$ cat config.mk
export PLATFORM = sky130hd
export DESIGN_NAME = turret_cmd_arbiter
export DESIGN_NICKNAME = d
export VERILOG_FILES = /design/src/rtl/turret_pkg.sv /design/src/rtl/fire_sequencer.sv /design/src/rtl/turret_cmd_arbiter.sv
export SDC_FILE = /design/constraint.sdc
export NUM_CORES = 1
export LEC_CHECK = 0
export ABC_CLOCK_PERIOD_IN_PS = 2500
export CORE_MARGIN = 2
export CORE_UTILIZATION = 53
export DETAILED_ROUTE_END_ITERATION = 16
export PLACE_DENSITY = 0.77
export SETUP_SLACK_MARGIN = 0.2
export SYNTH_ARGS = -nofsm -noshare
export SYNTH_HDL_FRONTEND = slang
export SYNTH_SLANG_ARGS = --single-unit
$ cat constraint.sdc
create_clock -name i_Clk -period 2.5 [get_ports i_Clk]
set_input_delay 0.75 -clock i_Clk [delete_from_list [all_inputs] [get_ports i_Clk]]
set_output_delay 0.75 -clock i_Clk [all_outputs]
set_load 0.01 [all_outputs]
$ cat src/rtl/turret_pkg.sv
// -----------------------------------------------------------------------------
// turret_pkg
// Shared definitions for the turret command arbiter:
//   - motion / fire servo code constants consumed by the PWM generators
//   - owner FSM and fire sequencer state enumerations
//   - sanitize_motion(): maps any unsupported motion code to CODE_STOP
// -----------------------------------------------------------------------------
package turret_pkg;

    localparam logic [3:0] CODE_HOLD = 4'd0;
    localparam logic [3:0] CODE_NEG  = 4'd1;
    localparam logic [3:0] CODE_POS  = 4'd2;
    localparam logic [3:0] CODE_STOP = 4'd5;

    typedef enum logic [1:0] {
        OWN_MAN     = 2'd0,
        GAP_TO_AUTO = 2'd1,
        OWN_AUTO    = 2'd2,
        GAP_TO_MAN  = 2'd3
    } owner_state_t;

    // Encodings equal the fire servo codes, so the state register drives
    // the fire code output directly.
    typedef enum logic [1:0] {
        F_IDLE   = 2'd0,
        F_FIRE   = 2'd1,
        F_RECOIL = 2'd2
    } fire_state_t;

    function automatic logic [3:0] sanitize_motion(input logic [3:0] code);
        case (code)
            CODE_HOLD, CODE_NEG, CODE_POS, CODE_STOP: return code;
            default:                                  return CODE_STOP;
        endcase
    endfunction

endpackage

$ cat src/rtl/fire_sequencer.sv
// -----------------------------------------------------------------------------
// fire_sequencer
// Rising-edge detection of the fire requests and the fire/recoil timing FSM.
//   i_Clk, i_Rst       clock, asynchronous active-high reset
//   man_fire           manual fire request (level)
//   auto_fire          automatic fire request (level)
//   sel_auto           1 = automatic source owns the channel
//   enable             1 = a new trigger may be accepted (owner in an OWN state,
//                      no ownership change pending)
//   fire_code          registered fire servo code (0 idle, 1 fire, 2 recoil)
//   active             sequencer is not idle (registered)
//   active_next        sequencer will not be idle after the next edge
// -----------------------------------------------------------------------------
module fire_sequencer
    import turret_pkg::*;
#(
    parameter int unsigned FIRE_TICKS   = 22727272,
    parameter int unsigned RECOIL_TICKS = 22727272,
    parameter int unsigned CNT_W        = 25
) (
    input  logic       i_Clk,
    input  logic       i_Rst,
    input  logic       man_fire,
    input  logic       auto_fire,
    input  logic       sel_auto,
    input  logic       enable,
    output logic [3:0] fire_code,
    output logic       active,
    output logic       active_next
);

    localparam logic [CNT_W-1:0] FIRE_LOAD   = CNT_W'(FIRE_TICKS - 1);
    localparam logic [CNT_W-1:0] RECOIL_LOAD = CNT_W'(RECOIL_TICKS - 1);

    fire_state_t      state_q, state_d;
    logic [CNT_W-1:0] cnt_q, cnt_d;
    logic             man_prev_q, auto_prev_q;
    logic             fire_edge;
    logic             trigger;

    // Each source has its own history, so a press made while a source does
    // not own the channel is consumed and never surfaces as an edge later.
    assign fire_edge = sel_auto ? (auto_fire & ~auto_prev_q)
                                : (man_fire  & ~man_prev_q);
    assign trigger   = fire_edge & enable & (state_q == F_IDLE);

    always_comb begin
        // NOTE: every variable gets a default before the case so that no path
        // leaves it unassigned, which would otherwise infer a latch.
        state_d = state_q;
        cnt_d   = cnt_q;
        case (state_q)
            F_IDLE: begin
                if (trigger) begin
                    state_d = F_FIRE;
                    cnt_d   = FIRE_LOAD;
                end
            end
            F_FIRE: begin
                if (cnt_q == '0) begin
                    state_d = F_RECOIL;
                    cnt_d   = RECOIL_LOAD;
                end else begin
                    cnt_d = cnt_q - 1'b1;
                end
            end
            F_RECOIL: begin
                if (cnt_q == '0) begin
                    state_d = F_IDLE;
                end else begin
                    cnt_d = cnt_q - 1'b1;
                end
            end
            default: begin
                state_d = F_IDLE;
                cnt_d   = '0;
            end
        endcase
    end

    // NOTE: sequential state uses non-blocking assignments so every register
    // samples the pre-edge values, independent of statement order.
    always_ff @(posedge i_Clk or posedge i_Rst) begin
        if (i_Rst) begin
            state_q     <= F_IDLE;
            cnt_q       <= '0;
            // History resets high: a request held through reset must be
            // released before it can fire.
            man_prev_q  <= 1'b1;
            auto_prev_q <= 1'b1;
        end else begin
            state_q     <= state_d;
            cnt_q       <= cnt_d;
            man_prev_q  <= man_fire;
            auto_prev_q <= auto_fire;
        end
    end

    assign fire_code   = {2'b00, state_q};
    assign active      = (state_q != F_IDLE);
    assign active_next = (state_d != F_IDLE);

endmodule

$ cat src/rtl/turret_cmd_arbiter.sv
// -----------------------------------------------------------------------------
// turret_cmd_arbiter
// Arbitrates the turret servo command channel between the manual and the
// automatic source, inserts a neutral gap on ownership changes and runs the
// fire/recoil sequence with a motion interlock.
//   i_Clk, i_Rst             clock, asynchronous active-high reset
//   i_Mode_Auto              1 = automatic source requested
//   i_Man_X/Y, i_Man_Fire    manual motion codes and fire request
//   i_Auto_X/Y, i_Auto_Fire  automatic motion codes and fire request
//   o_X_Code, o_Y_Code       registered motion codes to the PWM blocks
//   o_Fire_Code              registered fire servo code
//   o_Owner                  0 = manual owns, 1 = automatic owns
//   o_Busy                   gap or fire sequence in progress
// -----------------------------------------------------------------------------
module turret_cmd_arbiter
    import turret_pkg::*;
#(
    parameter int unsigned FIRE_TICKS   = 22727272,
    parameter int unsigned RECOIL_TICKS = 22727272,
    parameter int unsigned SWITCH_GAP   = 1000,
    parameter int unsigned CNT_W        = 25
) (
    input  logic       i_Clk,
    input  logic       i_Rst,
    input  logic       i_Mode_Auto,
    input  logic [3:0] i_Man_X,
    input  logic [3:0] i_Man_Y,
    input  logic       i_Man_Fire,
    input  logic [3:0] i_Auto_X,
    input  logic [3:0] i_Auto_Y,
    input  logic       i_Auto_Fire,
    output logic [3:0] o_X_Code,
    output logic [3:0] o_Y_Code,
    output logic [3:0] o_Fire_Code,
    output logic       o_Owner,
    output logic       o_Busy
);

    localparam logic [CNT_W-1:0] GAP_LOAD = CNT_W'(SWITCH_GAP - 1);

    owner_state_t     owner_q, owner_d;
    logic [CNT_W-1:0] gap_cnt_q, gap_cnt_d;
    logic             switch_req;
    logic             fire_enable;
    logic             fire_active, fire_active_next;
    logic             gap_next;
    logic             neutral_next;

    fire_sequencer #(
        .FIRE_TICKS   (FIRE_TICKS),
        .RECOIL_TICKS (RECOIL_TICKS),
        .CNT_W        (CNT_W)
    ) u_fire_sequencer (
        .i_Clk       (i_Clk),
        .i_Rst       (i_Rst),
        .man_fire    (i_Man_Fire),
        .auto_fire   (i_Auto_Fire),
        .sel_auto    (owner_q == OWN_AUTO),
        .enable      (fire_enable),
        .fire_code   (o_Fire_Code),
        .active      (fire_active),
        .active_next (fire_active_next)
    );

    always_comb begin
        owner_d    = owner_q;
        gap_cnt_d  = gap_cnt_q;
        switch_req = 1'b0;
        case (owner_q)
            OWN_MAN: begin
                if (i_Mode_Auto) begin
                    switch_req = 1'b1;
                    // An ownership change waits for the sequencer to go idle.
                    if (!fire_active) begin
                        owner_d   = GAP_TO_AUTO;
                        gap_cnt_d = GAP_LOAD;
                    end
                end
            end
            OWN_AUTO: begin
                if (!i_Mode_Auto) begin
                    switch_req = 1'b1;
                    if (!fire_active) begin
                        owner_d   = GAP_TO_MAN;
                        gap_cnt_d = GAP_LOAD;
                    end
                end
            end
            GAP_TO_AUTO: begin
                if (!i_Mode_Auto) begin
                    owner_d   = GAP_TO_MAN;
                    gap_cnt_d = GAP_LOAD;
                end else if (gap_cnt_q == '0) begin
                    owner_d = OWN_AUTO;
                end else begin
                    gap_cnt_d = gap_cnt_q - 1'b1;
                end
            end
            GAP_TO_MAN: begin
                if (i_Mode_Auto) begin
                    owner_d   = GAP_TO_AUTO;
                    gap_cnt_d = GAP_LOAD;
                end else if (gap_cnt_q == '0) begin
                    owner_d = OWN_MAN;
                end else begin
                    gap_cnt_d = gap_cnt_q - 1'b1;
                end
            end
            default: begin
                owner_d   = OWN_MAN;
                gap_cnt_d = '0;
            end
        endcase
    end

    // A trigger in the same cycle as an ownership request would race the
    // gap; the request wins and the press is dropped like any gap press.
    assign fire_enable  = ((owner_q == OWN_MAN) || (owner_q == OWN_AUTO)) && !switch_req;
    assign gap_next     = (owner_d == GAP_TO_AUTO) || (owner_d == GAP_TO_MAN);
    assign neutral_next = gap_next || fire_active_next;

    always_ff @(posedge i_Clk or posedge i_Rst) begin
        if (i_Rst) begin
            owner_q   <= OWN_MAN;
            gap_cnt_q <= '0;
        end else begin
            owner_q   <= owner_d;
            gap_cnt_q <= gap_cnt_d;
        end
    end

    // Outputs are registered from next-state values so they line up with the
    // state they describe, one cycle after the inputs are sampled.
    always_ff @(posedge i_Clk or posedge i_Rst) begin
        if (i_Rst) begin
            o_X_Code <= CODE_HOLD;
            o_Y_Code <= CODE_HOLD;
            o_Owner  <= 1'b0;
            o_Busy   <= 1'b0;
        end else begin
            if (owner_d == OWN_AUTO) begin
                o_Owner <= 1'b1;
            end else if (owner_d == OWN_MAN) begin
                o_Owner <= 1'b0;
            end
            o_Busy <= neutral_next;
            if (neutral_next) begin
                o_X_Code <= CODE_STOP;
                o_Y_Code <= CODE_STOP;
            end else if (owner_d == OWN_AUTO) begin
                o_X_Code <= sanitize_motion(i_Auto_X);
                o_Y_Code <= sanitize_motion(i_Auto_Y);
            end else begin
                o_X_Code <= sanitize_motion(i_Man_X);
                o_Y_Code <= sanitize_motion(i_Man_Y);
            end
        end
    end

endmodule
# After elaboration in Yosys (flattened, before gate mapping)
# Index checks and enable logic that the tools add are counted.
totals:
  regBits: 66
  latch_bits: 0
  ram_bits: 0
  romBits: 0
  inputBits: 21
  word_cells: 103
  memories: 0
classes:
  n_addsub: 2
  mul: 0
  n_div: 0
  order_cmp: 0
  n_eq_ne: 24
  shifts: 0
  n_mux: 38
  n_bitwise: 6
  n_reduce_logical: 23
ops:
  columns: ["operator", "n"]
  rows:
  - ["$mux 25", 9]
  - ["$pmux 25 s4", 1]
  - ["$pmux 25 s3", 1]
  - ["$logic_not 25->1", 2]
  - ["$sub 25x1->25 const B", 2]
  - ["$mux 4", 8]
  - ["$mux 2", 11]
  - ["$eq 4x1->1 const B", 4]
  - ["$eq 4x2->1 const B", 4]
  - ["$eq 4x3->1 const B", 4]
  - ["$logic_not 4->1", 4]
  - ["$reduce_or 4->1", 4]
  - ["$eq 2x2->1 const B", 5]
  - ["$pmux 2 s4", 1]
  - ["$eq 2x1->1 const B", 3]
  - ["$logic_not 2->1", 3]
  - ["$ne 2x2->1 const B", 3]
  - ["$pmux 2 s3", 1]
  - ["$reduce_bool 2->1", 3]
  - ["$mux 1", 5]
  - ["$and 1x1->1", 4]
  - ["$reduce_and 2->1", 2]
  - ["$logic_or 1x1->1", 3]
  - ["$ne 2x1->1 const B", 1]
  - ["4 further kinds", 5]

# Logic depth before layout (Yosys ltp)
# Gate-level depths: netlist of the first run.
logic_depth:
  ltp_word: 11
  ltp_mapped: 11
  ltp_nobuf: 8

# Hierarchy
# A second synthesis of the first run with hierarchy kept.
hier_totals:
  cells_unflattened: 460
  area_unflattened_um2: 4017.6
modules_own_cells:
  columns: ["module", "n_inst", "cells_per_inst", "area_per_inst_um2", "seq_area_each_um2"]
  rows:
  - ["turret_cmd_arbiter", 1, 243, 2145.8, 925.9]
  - ["fire_sequencer", 1, 217, 1871.8, 728.2]

# Worst setup path after synthesis of the first run
# No wires, ideal clock.
synth_path:
  path_type: "input port to flip-flop"
  start: "input port i_Mode_Auto"
  end: "register u_fire_sequencer.cnt_q[13]"
  setup_ns: 0.080
  t_arrival_ns: 2.391
  setup_slack_ns: 0.029
  path_stages: 7
  path_buffers: 1
  path_cell_list: "or4b_1 > a21oi_2 > a21oi_2 > and2_0 > clkbuf_1 > or3_1 > a21oi_1"
synth_between:
  elab_chain_len: 8
  word_cells_on_any_way: 9
  classes_between: "eq/ne (1); mux (3); bitwise (2); reduce/logical (3)"
synth_lines:
  columns: ["element", "line_no", "rtl"]
  rows:
  - ["start, declared", "turret_cmd_arbiter.sv:25", "input logic i_Mode_Auto,"]
  - ["$mux 1, on equally long branches", "turret_cmd_arbiter.sv:81, turret_cmd_arbiter.sv:71", null]
  - ["$pmux 1 s2 (*)", "turret_cmd_arbiter.sv:69", "case (owner_q)"]
  - ["$logic_not 1->1 (*)", "turret_cmd_arbiter.sv:118", "assign fire_enable = ((owner_q == OWN_MAN) || (owner_q == OWN_AUTO)) && !switch_req;"]
  - ["$logic_and 1x1->1 (*)", "turret_cmd_arbiter.sv:118", null]
  - ["$and 1x1->1 (*) (2 in a row)", "fire_sequencer.sv:45", "assign trigger = fire_edge & enable & (state_q == F_IDLE);"]
  - ["$ne 2x1->1 (no line) (*)", null, null]
  - ["$reduce_and 2->1 (no line) (*)", null, null]
  - ["end signal, assigned", "fire_sequencer.sv:93", "cnt_q <= cnt_d;"]
  - ["end, declared", "fire_sequencer.sv:36", "logic [CNT_W-1:0] cnt_q, cnt_d;"]
# Every way passes the cells marked *; elsewhere a longest branch is shown, timed or not.
# A chain may end at the register's enable or synchronous reset.

# Worst setup path in the final report of the first run
layout_path:
  start: "register gap_cnt_q[13]"
  end: "register o_Y_Code[0]"
layout_between:
  elab_chain_len: 8
  word_cells_on_any_way: 13
  classes_between: "eq/ne (3); mux (7); reduce/logical (3)"
layout_lines:
  columns: ["element", "line_no", "rtl"]
  rows:
  - ["start, declared", "turret_cmd_arbiter.sv:42", "logic [CNT_W-1:0] gap_cnt_q, gap_cnt_d;"]
  - ["start signal, assigned", "turret_cmd_arbiter.sv:128", "gap_cnt_q <= gap_cnt_d;"]
  - ["$logic_not 25->1 (*)", "turret_cmd_arbiter.sv:93, turret_cmd_arbiter.sv:103", null]
  - ["$mux 2, on equally long branches", "turret_cmd_arbiter.sv:103, turret_cmd_arbiter.sv:93", null]
  - ["$mux 2, on equally long branches", "turret_cmd_arbiter.sv:100, turret_cmd_arbiter.sv:90", null]
  - ["$pmux 2 s4 (*)", "turret_cmd_arbiter.sv:69", null]
  - ["via owner_d[0]", "turret_cmd_arbiter.sv:41", "owner_state_t owner_q, owner_d;"]
  - ["$eq 2x1->1 / $eq 2x2->1 (equally long branches)", "turret_cmd_arbiter.sv:119", "assign gap_next = (owner_d == GAP_TO_AUTO) || (owner_d == GAP_TO_MAN);"]
  - ["$logic_or 1x1->1", "turret_cmd_arbiter.sv:119", null]
  - ["$logic_or 1x1->1", "turret_cmd_arbiter.sv:120", "assign neutral_next = gap_next || fire_active_next;"]
  - ["$mux 4 (*)", "turret_cmd_arbiter.sv:147", "if (neutral_next) begin"]
  - ["end signal, assigned", "turret_cmd_arbiter.sv:152", "o_Y_Code <= sanitize_motion(i_Auto_Y);"]
  - ["end signal, assigned", "turret_cmd_arbiter.sv:155", "o_Y_Code <= sanitize_motion(i_Man_Y);"]
  - ["end, declared", "turret_cmd_arbiter.sv:33", "output logic [3:0] o_Y_Code,"]
# The timed path passes the listed nets; every way through them passes the cells marked *.

==> impl_results.md, run 1 <==
* Pin count of the biggest net entering global routing at 67
* Yosys reg bits at 66
* Sw Ratio at between 20% and 30%
* Drt first-iter violations at about 280
* Syn avg cell area at around 8.8 sq um
* Power share of the clock group at between 40% and 50%
* Setup CP Type: flip-flop to flip-flop
* Mapped Area at about 4000 sq um
* Worst Hold Margin at approximately 490 ps
* Max Freq at approximately 440 MHz
* R2R Path End: o_Y_Code[0]
* I/O pins at 35
* Warnings from Yosys at 0
* Gr usage total at between 20 and 30%
* Vias at around 4,000
* Sequential-to-total area share from yosys stat at around two fifths
* Max VDD drop at approximately 240 uV
* Layout area overhead at 34.15%
* Die area at between 8000 and 9000 sq um
* Routed WL per cell at ~17 um
* CP Data Required Time at between 2000 and 3000 ps
* Critical hold path startpoint: gap_cnt_q[24]
* Vias in the first global route at 3,838
* CP arrival at 2520 ps
* Hold depth at 1
* Worst clock skew at around 10 ps
* Rows at 31
* DR pass1 iterations at 5
* CTS tree: yes
* Clock buffer depth at 2
* Top sig layer: met4
* Status: complete, no violations
* Count of cell types in the netlist at between 60 and 70
* Clock buffers created by TritonCTS at 9
* Initial core utilization at between 50% and 60%
* Util after Layout at between 70% and 80%
* Slew Limit Fails at 0
* IO buf count at 32
* ANT nets after route at 0
* Worst flop-to-flop path startpoint: gap_cnt_q[13]
* Fraction of registers with async set/reset at 100.0%
* Post-layout minimum cycle time at roughly 2300 ps
* Initial antenna violation count at 0
* Worst R2R Path Depth at 6
* Ratio of cells with drive above 1 in the final layout at about a quarter
* Final hold violations at 0
* First-pass GRT wire length at about 18,000 um
* Final setup viols at 0
* Final Cycle Share at 91.30%
* Leakage power at 0.002240 uW
* Hold Path End: gap_cnt_q[24]
* Residual DRC at 0
* Grt total ovfl at 0
* Flop pwr share at between 50 and 60%
* Flop-to-flop setup slack at between 200 and 250 ps
* CTS root buf: clkbuf_8
* Worst Tran Pin Value at roughly 700 ps
* Worst setup EP type: flip-flop
* Met3 Wirelength at 826 um
* Cts hold-fix bufs at 0
* H-tree level count at 3
* Total number of clock tree sinks at 66
* RSZ-0062 raised after global routing: yes
* Routability cong. at 0.9029
* Post-DP HPWL at roughly 7500 um
* Worst Path Max Fanout at 7
* Post-synthesis instance total at about 450
* Critical path launch point type: flip-flop
* Net switching power at around 470 uW
* Synth Flop Type: dfrtp_1
* Die width at 90.93 um
* Clock Latency Late Sink at ~350 ps
* Height of the die at 90.93 um
* Internal at approximately 1600 uW
* Routed length on met2 at ~5400 um
* Max cap viols at 0
* Area of the core at about 7300 sq um
* Post-Route WL at around 11,000 um
* Number of diodes at 0
* Slew margin rel. at about 54%
* M1 wire length at 4688 um
* Hold Crit Class: flip-flop to flip-flop
* Clk slew on worst S/H paths at ~80 ps
* Nets@finish at between 500 and 600
* Fin Setup TNS at 0 ps
* Vias/cell at 6.208
* EDFF count, synth at 0
* Power density over cell area at about 380 nW/um^2
* Combinational group share of total power at under 10%
-- final cells by class --
cell class / count / area [sq um]
Inverter: 10 / 41.29
Clock inverter: 4 / 25.02
Clock buffer: 12 / 165.2
Fill cell: 530 / 1919
Tap cell: 99 / 123.9
Sequential cell: 66 / 1660
Multi-Input combinational cell: 356 / 2456
Timing Repair Buffer: 107 / 900.9
-- synthesized netlist by cell type (3+ instances only) --
cell | number | share of area, %
a21oi_1 | 31 | 3.9
and3_1 | 9 | 1.4
or4_1 | 6 | 1.1
nor2_1 | 45 | 4.2
dfrtp_1 | 64 | 40
o221a_2 | 4 | 1.1
o21ai_0 | 32 | 4.0
ha_1 | 3 | 0.94
nand4_1 | 4 | 0.62
a211oi_1 | 8 | 1.5
inv_1 | 8 | 0.75
clkbuf_1 | 16 | 1.5
a211o_1 | 8 | 1.7
nor4_1 | 11 | 1.7
nor3_1 | 17 | 2.1
nand4b_1 | 3 | 0.66
o211ai_1 | 3 | 0.56
o31ai_1 | 6 | 1.1
o311a_1 | 3 | 0.75
nand3_1 | 9 | 1.1
o21bai_1 | 3 | 0.56
xnor2_1 | 18 | 3.9
buf_2 | 6 | 0.75
a21o_1 | 3 | 0.56
nor3b_1 | 5 | 0.94
or3_1 | 7 | 1.1
o22ai_1 | 3 | 0.47
or2_2 | 3 | 0.47
mux2i_1 | 3 | 0.75
nand2_1 | 43 | 4.0
xor2_1 | 11 | 2.4
a2111oi_0 | 4 | 0.87
a31oi_1 | 6 | 0.94
-- how the worst max path moves through the flow --
| stage | to | slack [ps] | start |
|---|---|---|---|
| 4_1_cts | o_Y_Code[0] | 220 | gap_cnt_q[13] |
| 2_1_floorplan | u_fire_sequencer.cnt_q[16] | 100 | i_Mode_Auto |
| 3_3_place_gp | u_fire_sequencer.cnt_q[21] | -380 | i_Man_Fire |
| 5_1_grt | gap_cnt_q[7] | 120 | gap_cnt_q[13] |
| 3_5_place_dp | u_fire_sequencer.cnt_q[21] | -450 | i_Man_Fire |
| 6_report | o_Y_Code[0] | 220 | gap_cnt_q[13] |
-- layer usage --
layer,up-vias,global-route usage [%]
met4,0,13.01
met1,1932,35.86
met5,-,0
li1,1873,-
met2,215,44.51
met3,40,5.560
-- timing repair --
action                     in CTS  in global routing
setup buffers                   5                 10
gates cloned                    1                  0
gates resized for setup        32                 21
hold endpoints to repair        0                  0
setup endpoints to repair      39                 29
pin swaps                      11                  7
-- per-stage QoR --
stage               cell area [sq um]  total power [uW]  worst slack, ps  cells
finish                           5373              2023            217.4    654
global placement                 4831              1183           -378.2    622
global route                     5373              2094            124.6    654
detailed placement               4831              1184           -454.9    622
CTS                              5211              2035            221.9    644
floorplan                        4046              1129            98.80    457
-- worst max-delay path, cell delays in order, from the launching register on --
cell and delay (ps):
dfrtp_1 390, or4_4 560, nor4_4 290, and2_4 240, a31oi_4 90, or2_4 310
a311o_1 280
-- placed cells by master (no fill, tap or decap), types with 4 or more instances in the layout --
master	netlist	layout
o21ai_0	32	29
o31ai_1	6	5
nand4_1	4	4
xnor2_1	18	18
dfrtp_1	64	59
conb_1	1	4
nor3_1	17	15
nand3_1	9	9
o21ai_1	1	4
xor2_1	11	10
o221a_2	4	4
a21oi_1	31	31
nor2_1	45	44
dfrtp_2	0	5
a211o_1	8	8
clkbuf_8	0	12
or4_1	6	4
or3_1	7	7
and3_1	9	9
nand2_1	43	43
clkdlybuf4s50_1	0	30
a31oi_1	6	5
a211oi_1	8	7
nor4_1	11	6
inv_1	8	6
buf_4	2	72
nor4_2	2	5
-- power groups by stage --
stage	sequential (uW)	clock, uW	combinational (uW)
4_1_cts	1070	871	91.6
3_3_place_gp	1090	0	89.6
5_1_grt	1070	921	101
6_report	1070	860	90.3
3_5_place_dp	1090	0	90.8
2_1_floorplan	1090	0	35.6
-- registers in the layout, indices dropped and copies added, names as in the netlist --
register                      count
gap_cnt_q                        25
u_fire_sequencer.cnt_q           25
o_X_Code                          4
o_Y_Code                          4
owner_q                           2
u_fire_sequencer.state_q          2
o_Busy                            1
o_Owner                           1
u_fire_sequencer.auto_prev_q      1
u_fire_sequencer.man_prev_q       1
-- kinds of logic after synthesis --
logic type	share of synthesized area [%]
muxes	0.7498
xor gates and xnor gates	6.342
and+or+nand+nor	24.24
other	0.09363
buffers and inverters	3.936
adders and majority gates	0.9373
DFF	41.30
AOI/OAI and AO/OA	22.40
No activity file was read; power rests on OpenSTA's default activity.
==> inputs of run 2 (changes only) <==
ABC_AREA = 1   (was default)
CORE_UTILIZATION = 35   (was 53)
PLACE_DENSITY = default   (was 0.77)
==> run 2 against run 1 <==
Effect of this change: sequential share of layout area up 3.9 points; largest cell class unchanged; synthesized cell count up 16%; register-to-register slack better by 230 ps; largest power group unchanged; critical endpoint is now o_Fire_Code[0]; clock power up 2.7%; cell count up 12%.
==> impl_results.md, run 2 <==
* Worst-path cell chain: clkdlybuf4s50_1
* Worst Path Max Fanout at 6
* Post-Route WL at about 9300 um
* Crit path max-delay family: buffers and inverters
* EDFF count, synth at 0
* Most frequent cell after synthesis: nand2_1
* Max cap viols at 0
* Vias in the first global route at between 3,000 and 4,000
* Worst clock skew at 8.467 ps
* RSZ-0062 raised after global routing: no
* Slew Limit Fails at 0
* CP arrival at 1410 ps
* Critical path launch point type: flip-flop
* Clock buffers created by TritonCTS at 9
* Leakage power at ~0.0022 uW
* Area leader, netlist: dfrtp_1
* H-tree level count at 3
* Final Cycle Share at a little under nine tenths
* Max VDD drop at between 200 and 250 uV
* Vias at between 3,000 and 4,000
* Sequential-to-total area share from yosys stat at 42.37%
* Residual DRC at 0
* Post CTS Setup Buffer Count at 0
* CP peak stage delay at approximately 590 ps
* Post-layout minimum cycle time at between 2000 and 2500 ps
* Largest regs: gap_cnt_q: 25 flops, u_fire_sequencer.cnt_q: 25 flops
* CTS root buf: clkbuf_8
* Synth Flop Type: dfrtp_1
* Cts hold-fix bufs at 0
* Setup Slack @ Placement at -148.4 ps
* Drt first-iter violations at roughly 210
* Fin Setup TNS at 0 ps
* Worst setup EP type: output port
* Final setup viols at 0
* CP max stage cell: clkdlybuf4s50_1
* Layout area overhead at 21.70%
* Hold Crit Class: flip-flop to flip-flop
* Clock buffer depth at 2
* Clock Latency Late Sink at between 300 and 400 ps
* Post-DP HPWL at 7120 um
* Commonest non-fill, non-tap cell in the layout: nand2_1
* Post-synth top cells: 116 x nand2_1, 86 x nor2_1, 64 x dfrtp_1
* I/O pins at 35
* Post-synthesis instance total at roughly 530
* CP Data Required Time at between 1500 and 2000 ps
* Vias/cell at just under 5
* Post-synth top area share at between 40% and 50%
* Max Freq at 463.2 MHz
* Worst Hold Margin at approximately 490 ps
* Fraction of registers with async set/reset at 100.0%
* Routability cong. at 0.9061
* Die area at between 10,000 and 15,000 sq um
* Routed WL per cell at approximately 13 um
* Final worst slack at roughly 340 ps
* DR pass1 iterations at 4
* Number of diodes at 0
* Final hold violations at 0
* Height of the die at around 110 um
* Pin count of the biggest net entering global routing at 32
* Yosys reg bits at 66
* Worst Path Buf+Inv at 1
* Met3 Wirelength at between 500 and 600 um
* Area of the core at between 10,000 and 15,000 sq um
* Rows at 38
* Initial antenna violation count at 0
* CTS tree: yes
* Grt total ovfl at 0
* Die width at approximately 110 um
* Mapped Area at a little under 4000 sq um
* Synth top area cells: dfrtp_1 41%, nand2_1 11%, nor2_1 8.3%, inv_1 5.9%, nand3_1 4.5%
* Most frequent cells in the layout: 115 x nand2_1, 86 x nor2_1, 64 x dfrtp_1
* Top sig layer: met4
* Ratio of cells with drive above 1 in the final layout at a little under an eighth
* Gr usage total at about 17%
* ANT nets after route at 0
* Status: complete, no violations
* First-pass GRT wire length at 15,680 um
* Power density over cell area at 440.2 nW/um^2
* Clk slew on worst S/H paths at approximately 70 ps
* Nets@finish at between 600 and 700
* Setup CP Type: flip-flop to output port
* Count of cell types in the netlist at 41
* Initial core utilization at between 30 and 40%
* M1 wire length at around 4500 um
* Syn avg cell area at between 7 and 8 sq um
* Warnings from Yosys at 0
* Routed length on met2 at slightly above 4000 um
* Total number of clock tree sinks at 66
* IO buf count at 32
[run 2: cell types whose count changed after synthesis, sizes merged, moves of 8 or more]
cell,change
nand2,+78
clkbuf,-16
xnor2,-18
inv,+59
and3,-9
nor4,-11
nor2,+52
o21ai,+9
nand3,+27
a211oi,-8
a21oi,-18
[run 2: worst paths after layout]
path	start	endpoint	depth (start not counted)	slack (ps)
setup reg to reg	gap_cnt_q[0]	o_Y_Code[0]	11	450
hold / removal	gap_cnt_q[0]	gap_cnt_q[0]	2	490
max in group asynchronous	i_Rst	u_fire_sequencer.cnt_q[11]	3	1140
min in group asynchronous	i_Rst	gap_cnt_q[23]	2	770
setup / recovery	u_fire_sequencer.state_q[0]	o_Fire_Code[0]	1	340
hold reg to reg	gap_cnt_q[0]	gap_cnt_q[0]	2	490
[run 2: power by group]
group          internal [uW]  switching (uW)  total (uW)
combinational           57.5            69.0         126
sequential              1080            5.05        1080
clock                    453             430         883
total                   1590             504        2090
[run 2: kinds of logic (layout without fill, tap and decap cells)]
family / after synthesis / in the layout / synth area share [%]
other: 1 / 4 / 0.09606
AOI/OAI and AO/OA: 70 / 70 / 10.42
buffers and inverters: 75 / 138 / 7.949
DFF: 66 / 66 / 42.37
adders and majority gates: 3 / 3 / 0.9616
and+or+nand+nor: 295 / 295 / 34.62
xor gates and xnor gates: 16 / 16 / 3.590
[run 2: cell type report]
class | count | area, sq um
multi-input combinational | 388 | 1958
sequential | 66 | 1654
tap | 140 | 175.2
inverter | 67 | 257.7
timing repair buffer | 55 | 520.5
clock inverter | 6 | 57.56
clock buffer | 10 | 127.6
fill | 1122 | 6090
[run 2: routing by layer]
layer | GRT usage [%] | up-vias
met2 | 25.97 | 76
met5 | 0 | -
met4 | 6.329 | 0
met1 | 22.50 | 1653
li1 | - | 1814
met3 | 5.039 | 12
[run 2: what timing repair did]
| action | CTS | global route |
|---|---|---|
| hold endpoints to repair | 0 | 0 |
| setup endpoints to repair | 0 | 15 |
| gates resized for setup | 0 | 3 |
[run 2: per-stage QoR]
stage	total power, uW	cells	utilization (%)	area, sq um
floorplan	1161	529	-	3919
global placement	1228	716	42.02	4556
detailed placement	1231	716	42.02	4556
CTS	2113	732	43.73	4741
global route	2183	732	43.82	4751
finish	2091	732	43.82	4751
[run 2: tightest hold or removal path: stages, from the launching register on]
cell and delay [ps]:
dfrtp_1 350, nand2_1 50, nand3_1 60
==> inputs of run 3 (changes only) <==
CORE_ASPECT_RATIO = 1.4   (was default)
SYNTH_HIERARCHICAL = 1   (was default)
==> run 3 against run 2 <==
Effect of this change: cell count increased by 17%; core utilization decreased by 1.5 points; critical path depth unchanged; die area increased by 15%; clock power increased by 37%; sequential share of layout area decreased by 4.0 points; clock-buffer cell count unchanged; synthesized area increased by 16%; non-clock buffer count decreased by 8; worst hold slack got worse by 1.5 ps; power increased by 16%; clock skew increased by 0.50 ps; critical endpoint unchanged.
==> impl_results.md, run 3 <==
* Status: complete, no violations
* Pin count of the biggest net entering global routing at 36
* IO buf count at 32
* Layout area overhead at 19.11%
* Routability cong. at roughly 0.96
* Post-synthesis instance total at between 600 and 700
* Internal at ~1800 uW
* Ratio of cells with drive above 1 in the final layout at about an eighth
* Grt met1 use at 18.81%
* Vias/cell at just over 5
* Vias at roughly 4,300
* CP Data Required Time at between 1500 and 2000 ps
* Worst Hold Margin at 485.2 ps
* Worst flop-to-flop path startpoint: gap_cnt_q[0]
* Residual DRC at 0
* CP Launch Point: u_fire_sequencer/state_q[0]
* Number of diodes at 0
* Rows at between 40 and 50
* Area of the core at about 13,000 sq um
* Cts hold-fix bufs at 0
* Most frequent cell after synthesis: nand2_1
* Sw Ratio at between 20% and 30%
* CP max stage cell: clkdlybuf4s50_1
* Sequential Area at 1654 sq um
* Clock Latency Late Sink at roughly 340 ps
* Power share of the clock group at roughly half
* Initial core utilization at around 36%
* Met3 Use GR at about 2.3%
* Net switching power at between 500 and 600 uW
* Largest regs: gap_cnt_q: 25 flops, u_fire_sequencer/cnt_q: 25 flops
* CTS root buf: clkbuf_16
* Worst-path cell chain: clkdlybuf4s50_1
* Clk slew on worst S/H paths at around 60 ps
* Combinational group share of total power at 5.6%
* Post-layout minimum cycle time at roughly 2200 ps
* Synth top area cells: dfrtp_1 35%, nand2_1 15%, nor2_1 8.0%, nand3_1 7.5%, inv_1 6.3%
* Count of cell types in the netlist at between 40 and 50
* Portion of netlist area occupied by mux cells at 0%
* Routed WL per cell at 14.01 um
* Post-synthesis adder-cell area fraction at less than 1%
* Worst setup EP type: output port
* Synth Area in XOR/XNOR at slightly below 3%
* Final hold violations at 0
* Crit path max-delay family: buffers and inverters
* Worst clock skew at between 8 and 9 ps
* Die area at around 14,000 sq um
* Tot Pwr at 2430 uW
* Compound-Gate Fraction of Synth Area at 8.486%
* Area leader, netlist: dfrtp_1
* Height of the die at roughly 140 um
* Post-synth top area share at 35.50%
* Fillcell total at roughly 1,300
* Final worst slack at between 300 and 400 ps
* I/O pins at 35
* Critical path launch point type: flip-flop
* GR Util met2 at 33.85%
* Warnings from Yosys at 6
* Sequential-to-total area share from yosys stat at 36.66%
* CTS tree: yes
* Clock buffer depth at 2
* Max VDD drop at approximately 290 uV
* Vias in the first global route at ~4,500
* Clock buffers created by TritonCTS at 9
* ANT nets after route at 0
* Nets@finish at around 730
* Grt total ovfl at 0
* Largest family of logic cells by synthesized area: simple AND/OR/NAND/NOR gates
* Slew margin rel. at between 50% and 60%
* DR pass1 iterations at 4
* EDFF count, synth at 0
* RSZ-0062 raised after global routing: no
* Leakage power at roughly 0.0024 uW
* CP arrival at around 1400 ps
* Flop pwr share at 44.6%
* Most frequent cells in the layout: 178 x nand2_1, 96 x nor2_1, 76 x inv_1
* Drt first-iter violations at ~170
* CP peak stage delay at just under 600 ps
* Final Cycle Share at between 80 and 90%
* Post-DP HPWL at 9483 um
* Initial antenna violation count at 0
* Fraction of registers with async set/reset at 100.0%
* Yosys reg bits at 66
* Power density over cell area at about 450 nW/um^2
* Synth Area in Simple Gates at between 40% and 50%
* Max Freq at roughly 460 MHz
* Max cap viols at 0
* Syn avg cell area at between 6 and 7 sq um
* Critical hold path startpoint: u_fire_sequencer/cnt_q[0]
* Worst Path Max Fanout at 5
* Hold Crit Class: flip-flop to flip-flop
* First-pass GRT wire length at approximately 20,000 um
* Final setup viols at 0
* Slew Limit Fails at 0
* Post-synth top cells: 178 x nand2_1, 96 x nor2_1, 76 x inv_1
* Post-Route WL at roughly 12,000 um
* Setup Slack @ Placement at -7.084 ps
* GRT busiest layer: met2
* H-tree level count at 3
* Mapped Area at approximately 4500 sq um
* Worst Path Buf+Inv at 1
* Setup CP Type: flip-flop to output port
* Worst Tran Pin Value at about 650 ps
* Synth Flop Type: dfrtp_1
* Total number of clock tree sinks at 66
* Commonest non-fill, non-tap cell in the layout: nand2_1
* Die width at about 100 um
* Gr usage total at between 10% and 20%
* Multi-input gate area at between 2000 and 2500 sq um
## run 3: changes by cell type in the layout (fill, tap and decap cells not counted), sizes merged, moves of 12 or more
| cell | delta |
|---|---|
| nor2 | +22 |
| nor3 | -12 |
| nand3 | +33 |
| o21ai | -13 |
| nand2 | +71 |
| inv | +21 |
## run 3: through the flow
| step | cells | instance area (sq um) | setup TNS [ps] | utilization [%] |
|---|---|---|---|---|
| 5_1_grt | 860 | 5374 | 0 | 42.34 |
| 6_report | 860 | 5374 | 0 | 42.34 |
| 3_5_place_dp | 844 | 5086 | -9.278 | 40.08 |
| 2_1_floorplan | 652 | 4519 | 0 | - |
| 3_3_place_gp | 844 | 5086 | 0 | 40.08 |
| 4_1_cts | 860 | 5368 | 0 | 42.30 |
## run 3: path summary, 6_finish.rpt
kind / endpoint / slack [ps] / cells past startpoint
setup / recovery: o_Fire_Code[0] / 320 / 1
setup reg to reg: o_X_Code[0] / 460 / 13
min in group asynchronous: o_X_Code[3] / 620 / 2
max in group asynchronous: o_X_Code[0] / 1250 / 3
hold reg to reg: u_fire_sequencer/cnt_q[0] / 490 / 2
hold / removal: u_fire_sequencer/cnt_q[0] / 490 / 2
## run 3: area by class of cell
type	count	share of cell area, %
multi-input combinational	491	46.10
clock buffer	10	4.447
timing repair buffer	47	8.056
clock inverter	6	0.7916
tap	153	3.562
inverter	87	6.263
sequential	66	30.78
## run 3: power by group through the flow
stage	Clock, uW	Combinational (uW)	Sequential, uW
after global routing	1270	153	1080
after detailed placement	0	139	1100
final	1210	136	1080
after global placement	0	138	1100
after CTS	1230	140	1080
after floorplan	0	73.6	1100
## run 3: repair_timing
action	CTS	global route
gates resized for setup	0	1
setup buffers	0	0
setup endpoints to repair	0	2
## run 3: logic make-up after synthesis
logic type	count (synthesis)
AOI/OAI and AO/OA	61
other	2
and+or+nand+nor	408
DFF	66
xor gates and xnor gates	15
buffers and inverters	95
adders and majority gates	3
## run 3: per-layer routing
layer / routed length [um] / vias to the layer above
met5: 0 / -
met4: 586 / 0
met3: 286 / 39
met2: 6629 / 86
met1: 4549 / 2030
li1: - / 2188
